==> src/rtl/layer21_train_ctrl_pkg.sv <==
// rtl/layer21_train_ctrl_pkg.sv - shared types, FSM encodings and target helper for layer21_train_ctrl
// Optional build macro: SOFT_TARGET_EN (soft targets instead of hard one-hot).
package layer21_train_ctrl_pkg;

    typedef logic [7:0] zero2one_t;
    typedef logic [4:0] class_idx_t;
    typedef logic [2:0] train_state_t;

    localparam zero2one_t ZERO2ONE_MAX = 8'hFF;

    localparam train_state_t ST_IDLE    = 3'd0;
    localparam train_state_t ST_PRESENT = 3'd1;
    localparam train_state_t ST_DECIDE  = 3'd2;
    localparam train_state_t ST_LEARN   = 3'd3;
    localparam train_state_t ST_REPORT  = 3'd4;

    // Out-of-range labels produce an all-zero target in both builds.
    function automatic zero2one_t target_value(input logic hit, input logic label_ok);
`ifdef SOFT_TARGET_EN
        if (!label_ok)
            return '0;
        return hit ? zero2one_t'(ZERO2ONE_MAX - (ZERO2ONE_MAX >> 3)) : zero2one_t'(ZERO2ONE_MAX >> 3);
`else
        return (hit && label_ok) ? ZERO2ONE_MAX : '0;
`endif
    endfunction

endpackage

==> src/rtl/layer21_train_ctrl_if.sv <==
// rtl/layer21_train_ctrl_if.sv - sample, layer and result signals of layer21_train_ctrl
// master = controller side, slave = sample source / layer / result sink side.
interface layer21_train_ctrl_if
    import layer21_train_ctrl_pkg::*;
#(
    parameter int N       = 16,
    parameter int CLASSES = 21
);
    logic                       s_valid;
    logic                       s_ready;
    zero2one_t [N-1:0]          s_in;
    class_idx_t                 s_label;
    logic                       s_train;

    logic                       layer_valid;
    logic                       layer_learn;
    zero2one_t [N-1:0]          layer_in;
    zero2one_t [CLASSES-1:0]    layer_out;
    zero2one_t [CLASSES-1:0]    layer_expected_out;

    logic                       r_valid;
    logic                       r_ready;
    class_idx_t                 r_class;
    logic                       r_correct;

    modport master (
        input  s_valid, s_in, s_label, s_train, layer_out, r_ready,
        output s_ready, layer_valid, layer_learn, layer_in, layer_expected_out,
               r_valid, r_class, r_correct
    );

    modport slave (
        output s_valid, s_in, s_label, s_train, layer_out, r_ready,
        input  s_ready, layer_valid, layer_learn, layer_in, layer_expected_out,
               r_valid, r_class, r_correct
    );
endinterface

==> src/rtl/layer21_train_ctrl_argmax.sv <==
// rtl/layer21_train_ctrl_argmax.sv - zero2one_argmax: combinational argmax tree, lowest index wins ties
// Leaves are padded to a power of two; padding leaves are marked invalid and never win.
module zero2one_argmax
    import layer21_train_ctrl_pkg::*;
#(
    parameter int N  = 21,
    parameter int IW = (N > 1) ? $clog2(N) : 1
) (
    input  zero2one_t [N-1:0] in_i,
    output logic [IW-1:0]     idx_o
);
    localparam int P = 1 << $clog2(N);

    zero2one_t      leaf_val [P];
    logic           leaf_vld [P];
    zero2one_t      node_val [2*P];
    logic [IW-1:0]  node_idx [2*P];
    logic           node_vld [2*P];

    for (genvar g = 0; g < P; g++) begin : g_leaf
        if (g < N) begin : g_real
            assign leaf_val[g] = in_i[g];
            assign leaf_vld[g] = 1'b1;
        end else begin : g_pad
            assign leaf_val[g] = '0;
            assign leaf_vld[g] = 1'b0;
        end
    end

    // Heap layout: node i has children 2i (lower indices) and 2i+1; the right child
    // only wins on a strictly greater value, which gives lowest-index tie breaking.
    always_comb begin
        for (int i = 0; i < 2*P; i++) begin
            node_val[i] = '0;
            node_idx[i] = '0;
            node_vld[i] = 1'b0;
        end
        for (int i = 0; i < P; i++) begin
            node_val[P+i] = leaf_val[i];
            node_idx[P+i] = IW'(i);
            node_vld[P+i] = leaf_vld[i];
        end
        for (int i = P - 1; i >= 1; i--) begin
            if (node_vld[2*i+1] && (!node_vld[2*i] || (node_val[2*i+1] > node_val[2*i]))) begin
                node_val[i] = node_val[2*i+1];
                node_idx[i] = node_idx[2*i+1];
            end else begin
                node_val[i] = node_val[2*i];
                node_idx[i] = node_idx[2*i];
            end
            node_vld[i] = node_vld[2*i] | node_vld[2*i+1];
        end
        idx_o = node_idx[1];
    end
endmodule

==> src/rtl/layer21_train_ctrl.sv <==
// rtl/layer21_train_ctrl.sv - sample sequencer around the learning layer: present, argmax, learn, report
// SOFT_TARGET_EN (see package) selects soft targets; FSM and latency are identical in both builds.
module layer21_train_ctrl
    import layer21_train_ctrl_pkg::*;
#(
    parameter int N       = 16,
    parameter int CLASSES = 21,
    parameter int SETTLE  = 2,
    parameter int CNT_W   = 16
) (
    input  logic               clock,
    input  logic               reset_n,
    layer21_train_ctrl_if.master bus,
    input  logic               clear_stats,
    output logic [CNT_W-1:0]   cnt_samples,
    output logic [CNT_W-1:0]   cnt_correct
);
    localparam int         AIW         = (CLASSES > 1) ? $clog2(CLASSES) : 1;
    localparam logic [3:0] SETTLE_LOAD = 4'(SETTLE - 1);

    train_state_t             state_q, state_d;
    logic [3:0]               settle_q, settle_d;
    zero2one_t [N-1:0]        layer_in_q, layer_in_d;
    zero2one_t [CLASSES-1:0]  exp_q, exp_d;
    class_idx_t               label_q, label_d;
    logic                     train_q, train_d;
    class_idx_t               r_class_q, r_class_d;
    logic                     r_correct_q, r_correct_d;
    logic [CNT_W-1:0]         cnt_s_q, cnt_s_d;
    logic [CNT_W-1:0]         cnt_c_q, cnt_c_d;

    logic [AIW-1:0]           argmax_idx;
    class_idx_t               argmax_class;
    logic                     s_label_ok;
    logic                     label_ok_q;

    zero2one_argmax #(.N(CLASSES)) u_argmax (
        .in_i  (bus.layer_out),
        .idx_o (argmax_idx)
    );

    assign argmax_class = class_idx_t'(argmax_idx);
    assign s_label_ok   = 32'(bus.s_label) < 32'(CLASSES);
    assign label_ok_q   = 32'(label_q) < 32'(CLASSES);

    always_comb begin
        state_d     = state_q;
        settle_d    = settle_q;
        layer_in_d  = layer_in_q;
        exp_d       = exp_q;
        label_d     = label_q;
        train_d     = train_q;
        r_class_d   = r_class_q;
        r_correct_d = r_correct_q;
        cnt_s_d     = cnt_s_q;
        cnt_c_d     = cnt_c_q;

        case (state_q)
            ST_IDLE: begin
                if (bus.s_valid) begin
                    layer_in_d = bus.s_in;
                    label_d    = bus.s_label;
                    train_d    = bus.s_train;
                    for (int c = 0; c < CLASSES; c++)
                        exp_d[c] = target_value(bus.s_label == class_idx_t'(c), s_label_ok);
                    settle_d   = SETTLE_LOAD;
                    state_d    = ST_PRESENT;
                end
            end
            ST_PRESENT: begin
                if (settle_q == 4'd0)
                    state_d = ST_DECIDE;
                else
                    settle_d = settle_q - 4'd1;
            end
            ST_DECIDE: begin
                r_class_d   = argmax_class;
                r_correct_d = (argmax_class == label_q) && label_ok_q;
                state_d     = ST_LEARN;
            end
            ST_LEARN: begin
                state_d = ST_REPORT;
            end
            ST_REPORT: begin
                if (bus.r_ready) begin
                    if (cnt_s_q != '1)
                        cnt_s_d = cnt_s_q + 1'b1;
                    if (r_correct_q && (cnt_c_q != '1))
                        cnt_c_d = cnt_c_q + 1'b1;
                    state_d = ST_IDLE;
                end
            end
            default: begin
                state_d = ST_IDLE;
            end
        endcase

        // A clear in the same cycle as a report handshake discards that increment.
        if (clear_stats) begin
            cnt_s_d = '0;
            cnt_c_d = '0;
        end
    end

    always_ff @(posedge clock or negedge reset_n) begin
        if (!reset_n) begin
            state_q     <= ST_IDLE;
            settle_q    <= '0;
            layer_in_q  <= '0;
            exp_q       <= '0;
            label_q     <= '0;
            train_q     <= 1'b0;
            r_class_q   <= '0;
            r_correct_q <= 1'b0;
            cnt_s_q     <= '0;
            cnt_c_q     <= '0;
        end else begin
            state_q     <= state_d;
            settle_q    <= settle_d;
            layer_in_q  <= layer_in_d;
            exp_q       <= exp_d;
            label_q     <= label_d;
            train_q     <= train_d;
            r_class_q   <= r_class_d;
            r_correct_q <= r_correct_d;
            cnt_s_q     <= cnt_s_d;
            cnt_c_q     <= cnt_c_d;
        end
    end

    // Decoded from the state register so the async reset kills learn/valid immediately.
    assign bus.s_ready            = (state_q == ST_IDLE);
    assign bus.layer_valid        = (state_q == ST_PRESENT) || (state_q == ST_DECIDE) || (state_q == ST_LEARN);
    assign bus.layer_learn        = (state_q == ST_LEARN) && train_q && label_ok_q;
    assign bus.layer_in           = layer_in_q;
    assign bus.layer_expected_out = exp_q;
    assign bus.r_valid            = (state_q == ST_REPORT);
    assign bus.r_class            = r_class_q;
    assign bus.r_correct          = r_correct_q;
    assign cnt_samples            = cnt_s_q;
    assign cnt_correct            = cnt_c_q;
endmodule
==> src/flat_wrapper.sv <==
// flat-port wrapper written by rule: the top's interface ports become plain ports
module layer21_train_ctrl_flat import layer21_train_ctrl_pkg::*;
#(
    parameter int N       = 16,
    parameter int CLASSES = 21,
    parameter int SETTLE  = 2,
    parameter int CNT_W   = 16
)
  (clock, reset_n, clear_stats, cnt_samples, cnt_correct, bus_s_valid, bus_s_in, bus_s_label, bus_s_train, bus_layer_out, bus_r_ready, bus_s_ready, bus_layer_valid, bus_layer_learn, bus_layer_in, bus_layer_expected_out, bus_r_valid, bus_r_class, bus_r_correct);
  layer21_train_ctrl_if #(.N(N), .CLASSES(CLASSES)) bus_i ();
  input  logic clock;
  input  logic reset_n;
  input  logic clear_stats;
  output logic [CNT_W-1:0] cnt_samples;
  output logic [CNT_W-1:0] cnt_correct;
  input wire logic [$bits(bus_i.s_valid)-1:0] bus_s_valid;
  input wire logic [$bits(bus_i.s_in)-1:0] bus_s_in;
  input wire logic [$bits(bus_i.s_label)-1:0] bus_s_label;
  input wire logic [$bits(bus_i.s_train)-1:0] bus_s_train;
  input wire logic [$bits(bus_i.layer_out)-1:0] bus_layer_out;
  input wire logic [$bits(bus_i.r_ready)-1:0] bus_r_ready;
  output wire logic [$bits(bus_i.s_ready)-1:0] bus_s_ready;
  output wire logic [$bits(bus_i.layer_valid)-1:0] bus_layer_valid;
  output wire logic [$bits(bus_i.layer_learn)-1:0] bus_layer_learn;
  output wire logic [$bits(bus_i.layer_in)-1:0] bus_layer_in;
  output wire logic [$bits(bus_i.layer_expected_out)-1:0] bus_layer_expected_out;
  output wire logic [$bits(bus_i.r_valid)-1:0] bus_r_valid;
  output wire logic [$bits(bus_i.r_class)-1:0] bus_r_class;
  output wire logic [$bits(bus_i.r_correct)-1:0] bus_r_correct;
  assign bus_i.s_valid = bus_s_valid;
  assign bus_i.s_in = bus_s_in;
  assign bus_i.s_label = bus_s_label;
  assign bus_i.s_train = bus_s_train;
  assign bus_i.layer_out = bus_layer_out;
  assign bus_i.r_ready = bus_r_ready;
  assign bus_s_ready = bus_i.s_ready;
  assign bus_layer_valid = bus_i.layer_valid;
  assign bus_layer_learn = bus_i.layer_learn;
  assign bus_layer_in = bus_i.layer_in;
  assign bus_layer_expected_out = bus_i.layer_expected_out;
  assign bus_r_valid = bus_i.r_valid;
  assign bus_r_class = bus_i.r_class;
  assign bus_r_correct = bus_i.r_correct;
  layer21_train_ctrl #(.N(N), .CLASSES(CLASSES), .SETTLE(SETTLE), .CNT_W(CNT_W)) u_core (.clock(clock), .reset_n(reset_n), .bus(bus_i), .clear_stats(clear_stats), .cnt_samples(cnt_samples), .cnt_correct(cnt_correct));
endmodule
==> config.mk <==
export PLATFORM = sky130hd
export DESIGN_NAME = layer21_train_ctrl_flat
export DESIGN_NICKNAME = d
export VERILOG_FILES = /design/src/rtl/layer21_train_ctrl_pkg.sv /design/src/rtl/layer21_train_ctrl_if.sv /design/src/rtl/layer21_train_ctrl_argmax.sv /design/src/rtl/layer21_train_ctrl.sv /design/src/flat_wrapper.sv
export SDC_FILE = /design/constraint.sdc
export NUM_CORES = 1
export LEC_CHECK = 0
export ABC_AREA = 1
export CORE_AREA = 10 10 246 248
export CTS_CLUSTER_DIAMETER = 50
export CTS_CLUSTER_SIZE = 25
export DETAILED_ROUTE_END_ITERATION = 12
export DIE_AREA = 0 0 256 258
export GPL_TIMING_DRIVEN = 1
export SLEW_MARGIN = 15
export SYNTH_ARGS = -nofsm -noshare
export SYNTH_HDL_FRONTEND = slang
export SYNTH_HIERARCHICAL = 1
export SYNTH_SLANG_ARGS = --single-unit
==> constraint.sdc <==
create_clock -name clock -period 3.92 [get_ports clock]
set_input_delay 0.784 -clock clock [delete_from_list [all_inputs] [get_ports clock]]
set_output_delay 0.784 -clock clock [all_outputs]
set_load 0.02 [all_outputs]
-- After elaboration in Yosys (flattened, before gate mapping)
Index checks and enable logic that the tools add are counted.
- flip-flop bits (word level): 347
- logic and storage cells: 216
- bits of input ports: 307
- add/subtract/negate cells: 3
- equality and inequality tests: 31
- muxes and demuxes: 75
- magnitude comparators: 22
- reduce and logical (&&, ||, !) cells: 40
- operators by type and width (operator ; number):
    8-bit 2-to-1 mux ; 40
    8-bit greater-than comparator ; 20
    16-bit 2-to-1 mux ; 8
    5-bit by 4-bit == test with 1-bit output, second input constant ; 8
    16-bit by 1-bit adder with 16-bit output, second input constant ; 2
    16-bit != test, second input constant ; 2
    5-bit == test, second input constant ; 5
    1-bit logical AND ; 25
    5-bit by 3-bit == test with 1-bit output, second input constant ; 4
    5-bit 2-to-1 mux ; 4
    3-bit one-hot mux with 5 select lines ; 1
    3-bit 2-to-1 mux ; 4
    3-bit AND reduction ; 4
    5-bit by 2-bit == test with 1-bit output, second input constant ; 2
    5-bit less-than comparator, second input constant ; 2
    1-bit 2-to-1 mux ; 10
    2-bit 2-to-1 mux ; 5
    2-bit nonzero test ; 5
    4-bit 2-to-1 mux ; 2
    4-bit one-hot mux with 2 select lines ; 1
    3-bit by 2-bit == test with 1-bit output, second input constant ; 2
    2-bit != test, second input constant ; 3
    5-bit by 1-bit == test with 1-bit output, second input constant ; 1
    5-bit == test ; 1
    other kinds (9) ; 10

-- Logic depth before layout (Yosys ltp)
Gate-level depths: netlist (run 1).
- depth in word-level cells: 12
- depth in mapped cells: 60

-- Hierarchy
Netlist (run 1), hierarchy kept.
- by module, submodules not included (module ; area each (um^2) ; cells each ; instances):
    layer21_train_ctrl ; 9770.6 ; 1180 ; 1
    zero2one_argmax ; 5685.5 ; 979 ; 1

-- Least setup slack after synthesis (run 1)
OpenSTA, ideal clock, no wires.
- kind: in2reg
- start: input bus_layer_out[115]
- end: register u_core.r_correct_q (netlist: u_core/bus.r_correct)
- setup time: 0.065 ns
- data required time: 3.855 ns
- stages: 45
- arrival time: 8.025 ns
- path slack: -4.170 ns
- cell sequence: inv_1 > ha_1 > nand2_1 > o21ai_0 > nand2_1 > o211ai_1 > o21ai_0 > inv_1 > clkbuf_1 > o21ai_0 > ha_1 > nand2_1 > o21a_1 > o221ai_1 > o31ai_1 > inv_1 > clkbuf_1 > o21ai_0 > (+9 left out) > nand4_1 > o31ai_1 > clkbuf_1 > o21ai_0 > ha_1 > a21oi_1 > o21ai_0 > nand2_1 > a32oi_1 > inv_1 > nor2_1 > nand3_1 > nand2_1 > xnor2_1 > nand2_1 > nor3_1 > nand3_1 > nand2_1
- word-level cells in the longest chain between the ends: 12
- elaborated cells between the ends (all ways): 16
- those cells by class: order compare: 5; eq/ne: 1; mux: 9; reduce/logical: 1
- ends and longest elaborated chain (element ; line ; text):
    start, declared ; flat_wrapper.sv:20 ; input wire logic [$bits(bus_i.layer_out)-1:0] bus_layer_out;
    8-bit greater-than comparator ; layer21_train_ctrl_argmax.sv:44 ; if (node_vld[2*i+1] && (!node_vld[2*i] || (node_val[2*i+1] > node_val[2*i]))) begin
    8-bit 2-to-1 mux (*) ; layer21_train_ctrl_argmax.sv:44 ;
    8-bit greater-than comparator ; layer21_train_ctrl_argmax.sv:44 ;
    8-bit 2-to-1 mux (*) ; layer21_train_ctrl_argmax.sv:44 ;
    8-bit greater-than comparator ; layer21_train_ctrl_argmax.sv:44 ;
    8-bit 2-to-1 mux (*) ; layer21_train_ctrl_argmax.sv:44 ;
    8-bit greater-than comparator ; layer21_train_ctrl_argmax.sv:44 ;
    8-bit 2-to-1 mux ; layer21_train_ctrl_argmax.sv:44 ;
    8-bit greater-than comparator ; layer21_train_ctrl_argmax.sv:44 ;
    5-bit 2-to-1 mux (*) ; layer21_train_ctrl_argmax.sv:44 ;
    named net u_core.argmax_class[4] ; layer21_train_ctrl.sv:33 ; class_idx_t argmax_class;
    5-bit == test (*) ; layer21_train_ctrl.sv:78 ; r_correct_d = (argmax_class == label_q) && label_ok_q;
    1-bit logical AND (*) ; layer21_train_ctrl.sv:78 ;
    end signal, assigned ; layer21_train_ctrl.sv:125 ; r_correct_q <= r_correct_d;
    end, declared ; layer21_train_ctrl.sv:28 ; logic r_correct_q, r_correct_d;
The timed path passes the listed nets; every way through them passes the cells marked *.
A chain may end at the register's enable or synchronous reset.

-- Worst setup path after layout (run 1)
Ends and elaborated chain as after synthesis.

==> results.toml, run 1 <==
[die]
ios = 645
die_width_um = 256
die-area_um2 = 66000
die_h_um = 258
core_um2 = 55700
start_util_pct = 27.7
std_cell_rows = 87

[logic_synthesis]
netlist_instances = 2159
ys_ff_latch = 200
synthArstFlopShare_pct = 100
synth-main-ff-cell = "dfrtp_1"
synth.distinct_cells = 43
yosysWarnings = 6
yosys.area.top_type_share_pct = 32.4
synthesis.nets = 2624
synth-edff-count = 0
synth.avg_cell_area_um2 = 7.16
ys_top_cells_by_area = "dfrtp_1 (32%), nand2_1 (20%), ha_1 (13%)"
synth_area_um2 = 15500
ys_seq_area_share_pct = 32.4
yosys.area.top_type = "dfrtp_1"

[critical_path]
slowest_delay_ns = 0.43
r2r-start = "u_core/state_q[0]"
critPathKind = "primary input to flop"
critPathSlowestCell = "o31ai_4"
crit_required_ns = 4.29
critPathArrivalTime_ns = 7.72
path_max_fanout = 8
r2r_cells = 6
end_kind = "flop"
crit_path_start_kind = "primary input"
r2r_slack_ns = 1.72
reg2reg_to = "u_core/bus.layer_in[84]"

[placement]
gp_routability_congestion = 0.871
pre_cts_ws_ns = -4.57
dp_hpwl_mm = 54.2
portBuffers = 644
place_area_um2 = 24400

[worst_hold_path]
hold_path_class = "primary input to async pin"

[run_status]
violations = "negative setup slack"
status = "complete, but fails checks"

[sta]
hold_violations = 0
fmax_ghz = 0.136
slew_headroom_pct = 49.4
period_share_pct = 187
worst_clock_skew_ns = 0.0237
worst_pin_slew_ns = 0.759
setup_slack_ns = -3.42
setup_violations = 6
rsz0062_at_grt = "true"
fin_tns_setup_ns = -18.68
maxSlewViolCount = 0
fin_crit_ns = 7.34
hold_slack_ns = 0.302

[layout]
areaGrowthSynthToFinish_pct = 76.7
fin_area_um2 = 27300
fill_cells = 5315
layout-drive-gt1-share_pct = 28.4
final_common_cell = "nand2_1"
nets = 3464
layout_common_cells = "nand2_1 (752), clkdlybuf4s50_1 (570), buf_4 (350)"

[grt]
busiest_layer = "met2"
met3_usage_pct = 6.04
grt_overflow = 0
grt_max_degree = 139
grtUsageMet1_pct = 22.4
grt_use_total_pct = 19.2
antenna_found_initial = 8
grt_pass1_wl_mm = 99.8
gr-usage-met2_pct = 33.8
grt_pass1_vias = 17100

[clocking]
cts_buffers = 17
cts_tree = "done"
clock_latency_ns = 0.49
root_buffer = "clkbuf_16"
clkSlewWorstSetupHoldPaths_ns = 0.08
cts_hold_buf = 0
clk_path_buf_depth = 2
cts-htree-levels = 4
cts.sinks = 200

[power]
irDropWorstVdd_mv = 0.655
seq_power_share_pct = 19.3
powerDensity_nw_per_um2 = 638
comb_power_share_pct = 70.0
leakage_nw = 13.0
p_switching_mw = 8.00
intPower_mw = 9.41
p_sw_share_pct = 46.0
pwr-share-clk_pct = 10.7

[drt]
drc = 0
postRouteAntennaNets = 0
drt-pass1-iter-count = 5
drt_wl_total_mm = 68.0
via_per_inst = 4.51
num_vias = 17000
dr.first_iter.drc_count = 764
wire_per_inst_um = 18.0

[job]
max_cap_viol_count = 0
[per-layer routing]
| metal | part of all wire (%) | wire length (um) |
|---|---|---|
| met1 | 41 | 27500 |
| met5 | 0.050 | 34 |
| met3 | 6.5 | 4430 |
| met2 | 51 | 34900 |
| met4 | 1.5 | 1040 |
[final cells by class]
cell class,count,area (um2),area share (%)
well taps,756,946,3.46
inverters,191,754,2.76
clock buffers,17,425,1.56
repair buffers,1023,9540,34.9
diodes,5,12.5,0.0458
repair inverters,2,15.0,0.0550
flip-flops and latches,200,5000,18.3
clock inverters,15,188,0.687
multi-input cells,1564,10400,38.2
[metrics by stage]
| step | power [mW] | std cells | util [%] |
|---|---|---|---|
| final | 17.4 | 3773 | 49.0 |
| after global routing | 18.8 | 3773 | 49.0 |
| after CTS | 16.1 | 3706 | 45.3 |
| after detailed placement | 13.8 | 3658 | 43.9 |
| after global placement | 13.6 | 3658 | 43.9 |
| after floorplan | 9.26 | 2159 | - |
[how the worst max path moves through the flow]
stage,from,end,cells after the start
after floorplan,bus_layer_out[37],u_core/bus.r_correct,50
after global placement,bus_layer_out[67],u_core/bus.r_correct,44
after detailed placement,bus_layer_out[67],u_core/bus.r_correct,44
after CTS,bus_layer_out[52],u_core/bus.r_correct,49
after global routing,bus_layer_out[118],u_core/bus.r_correct,49
final,bus_layer_out[115],u_core/bus.r_correct,49
[Yosys cell counts, drive strengths merged (2+ instances only)]
library cell / instances
o221ai: 2
o21a: 9
nand3: 72
or2: 3
dfrtp: 200
a21oi: 99
a32oi: 3
o211ai: 8
and2: 2
inv: 191
o21ai: 149
ha: 158
xnor2: 6
o21bai: 7
nand3b: 3
o31ai: 11
nor2: 130
nor3: 6
clkbuf: 19
xor2: 13
a211oi: 6
a21o: 4
nand4: 25
buf: 189
nand2: 840
[power by group through the flow]
stage	Clock [mW]	Sequential (mW)	Combinational (mW)
3_3_place_gp	0	3.35	10.3
5_1_grt	2.00	3.46	13.3
3_5_place_dp	0	3.36	10.5
4_1_cts	1.94	3.36	10.8
2_1_floorplan	0	4.11	5.15
6_report	1.86	3.36	12.2
[cells by family (layout without fill, tap and decap cells)]
group / count (synthesis) / count (layout) / synth area share (%)
adders and majority gates: 158 / 158 / 12.8
AOI/OAI and AO/OA: 301 / 301 / 10.9
and+or+nand+nor: 1082 / 1086 / 28.9
buffers and inverters: 399 / 1248 / 14.0
DFF: 200 / 200 / 32.4
xor gates and xnor gates: 19 / 19 / 1.08
other: 0 / 5 / 0
[registers in the layout, indices dropped and copies added (netlist names)]
| name | count |
|---|---|
| u_core/train_q | 1 |
| u_core/cnt_samples | 16 |
| u_core/bus.r_correct | 1 |
| u_core/bus.layer_in | 128 |
| u_core/settle_q | 4 |
| u_core/label_q | 5 |
| u_core/cnt_correct | 16 |
| u_core/state_q | 3 |
| u_core/bus.layer_expected_out | 21 |
| u_core/bus.r_class | 5 |
[repair_timing]
item,4_1_cts,5_1_grt
setup endpoints to repair,6,6
pin swaps,4,130
hold endpoints to repair,0,0
cloned,2,9
resized for setup,39,447
buffers inserted,14,54
[worst max-delay path, delay by kind of cell]
kind	cells	cell delay, ns
and+or+nand+nor	13	1.15
xor gates and xnor gates	1	0.17
buffers and inverters	12	1.62
adders and majority gates	5	1.24
AOI/OAI and AO/OA	18	2.75
No activity file was read; power rests on OpenSTA's default activity.
==> inputs of run 2 (changes only) <==
--- a/config.mk
+++ b/config.mk
@@ -12,7 +12,6 @@
 export DETAILED_ROUTE_END_ITERATION = 12
 export DIE_AREA = 0 0 256 258
 export GPL_TIMING_DRIVEN = 1
-export SLEW_MARGIN = 15
 export SYNTH_ARGS = -nofsm -noshare
 export SYNTH_HDL_FRONTEND = slang
 export SYNTH_HIERARCHICAL = 1
==> results of run 2 <==
Final layout, timing and power as in run 1 (identical DEF).
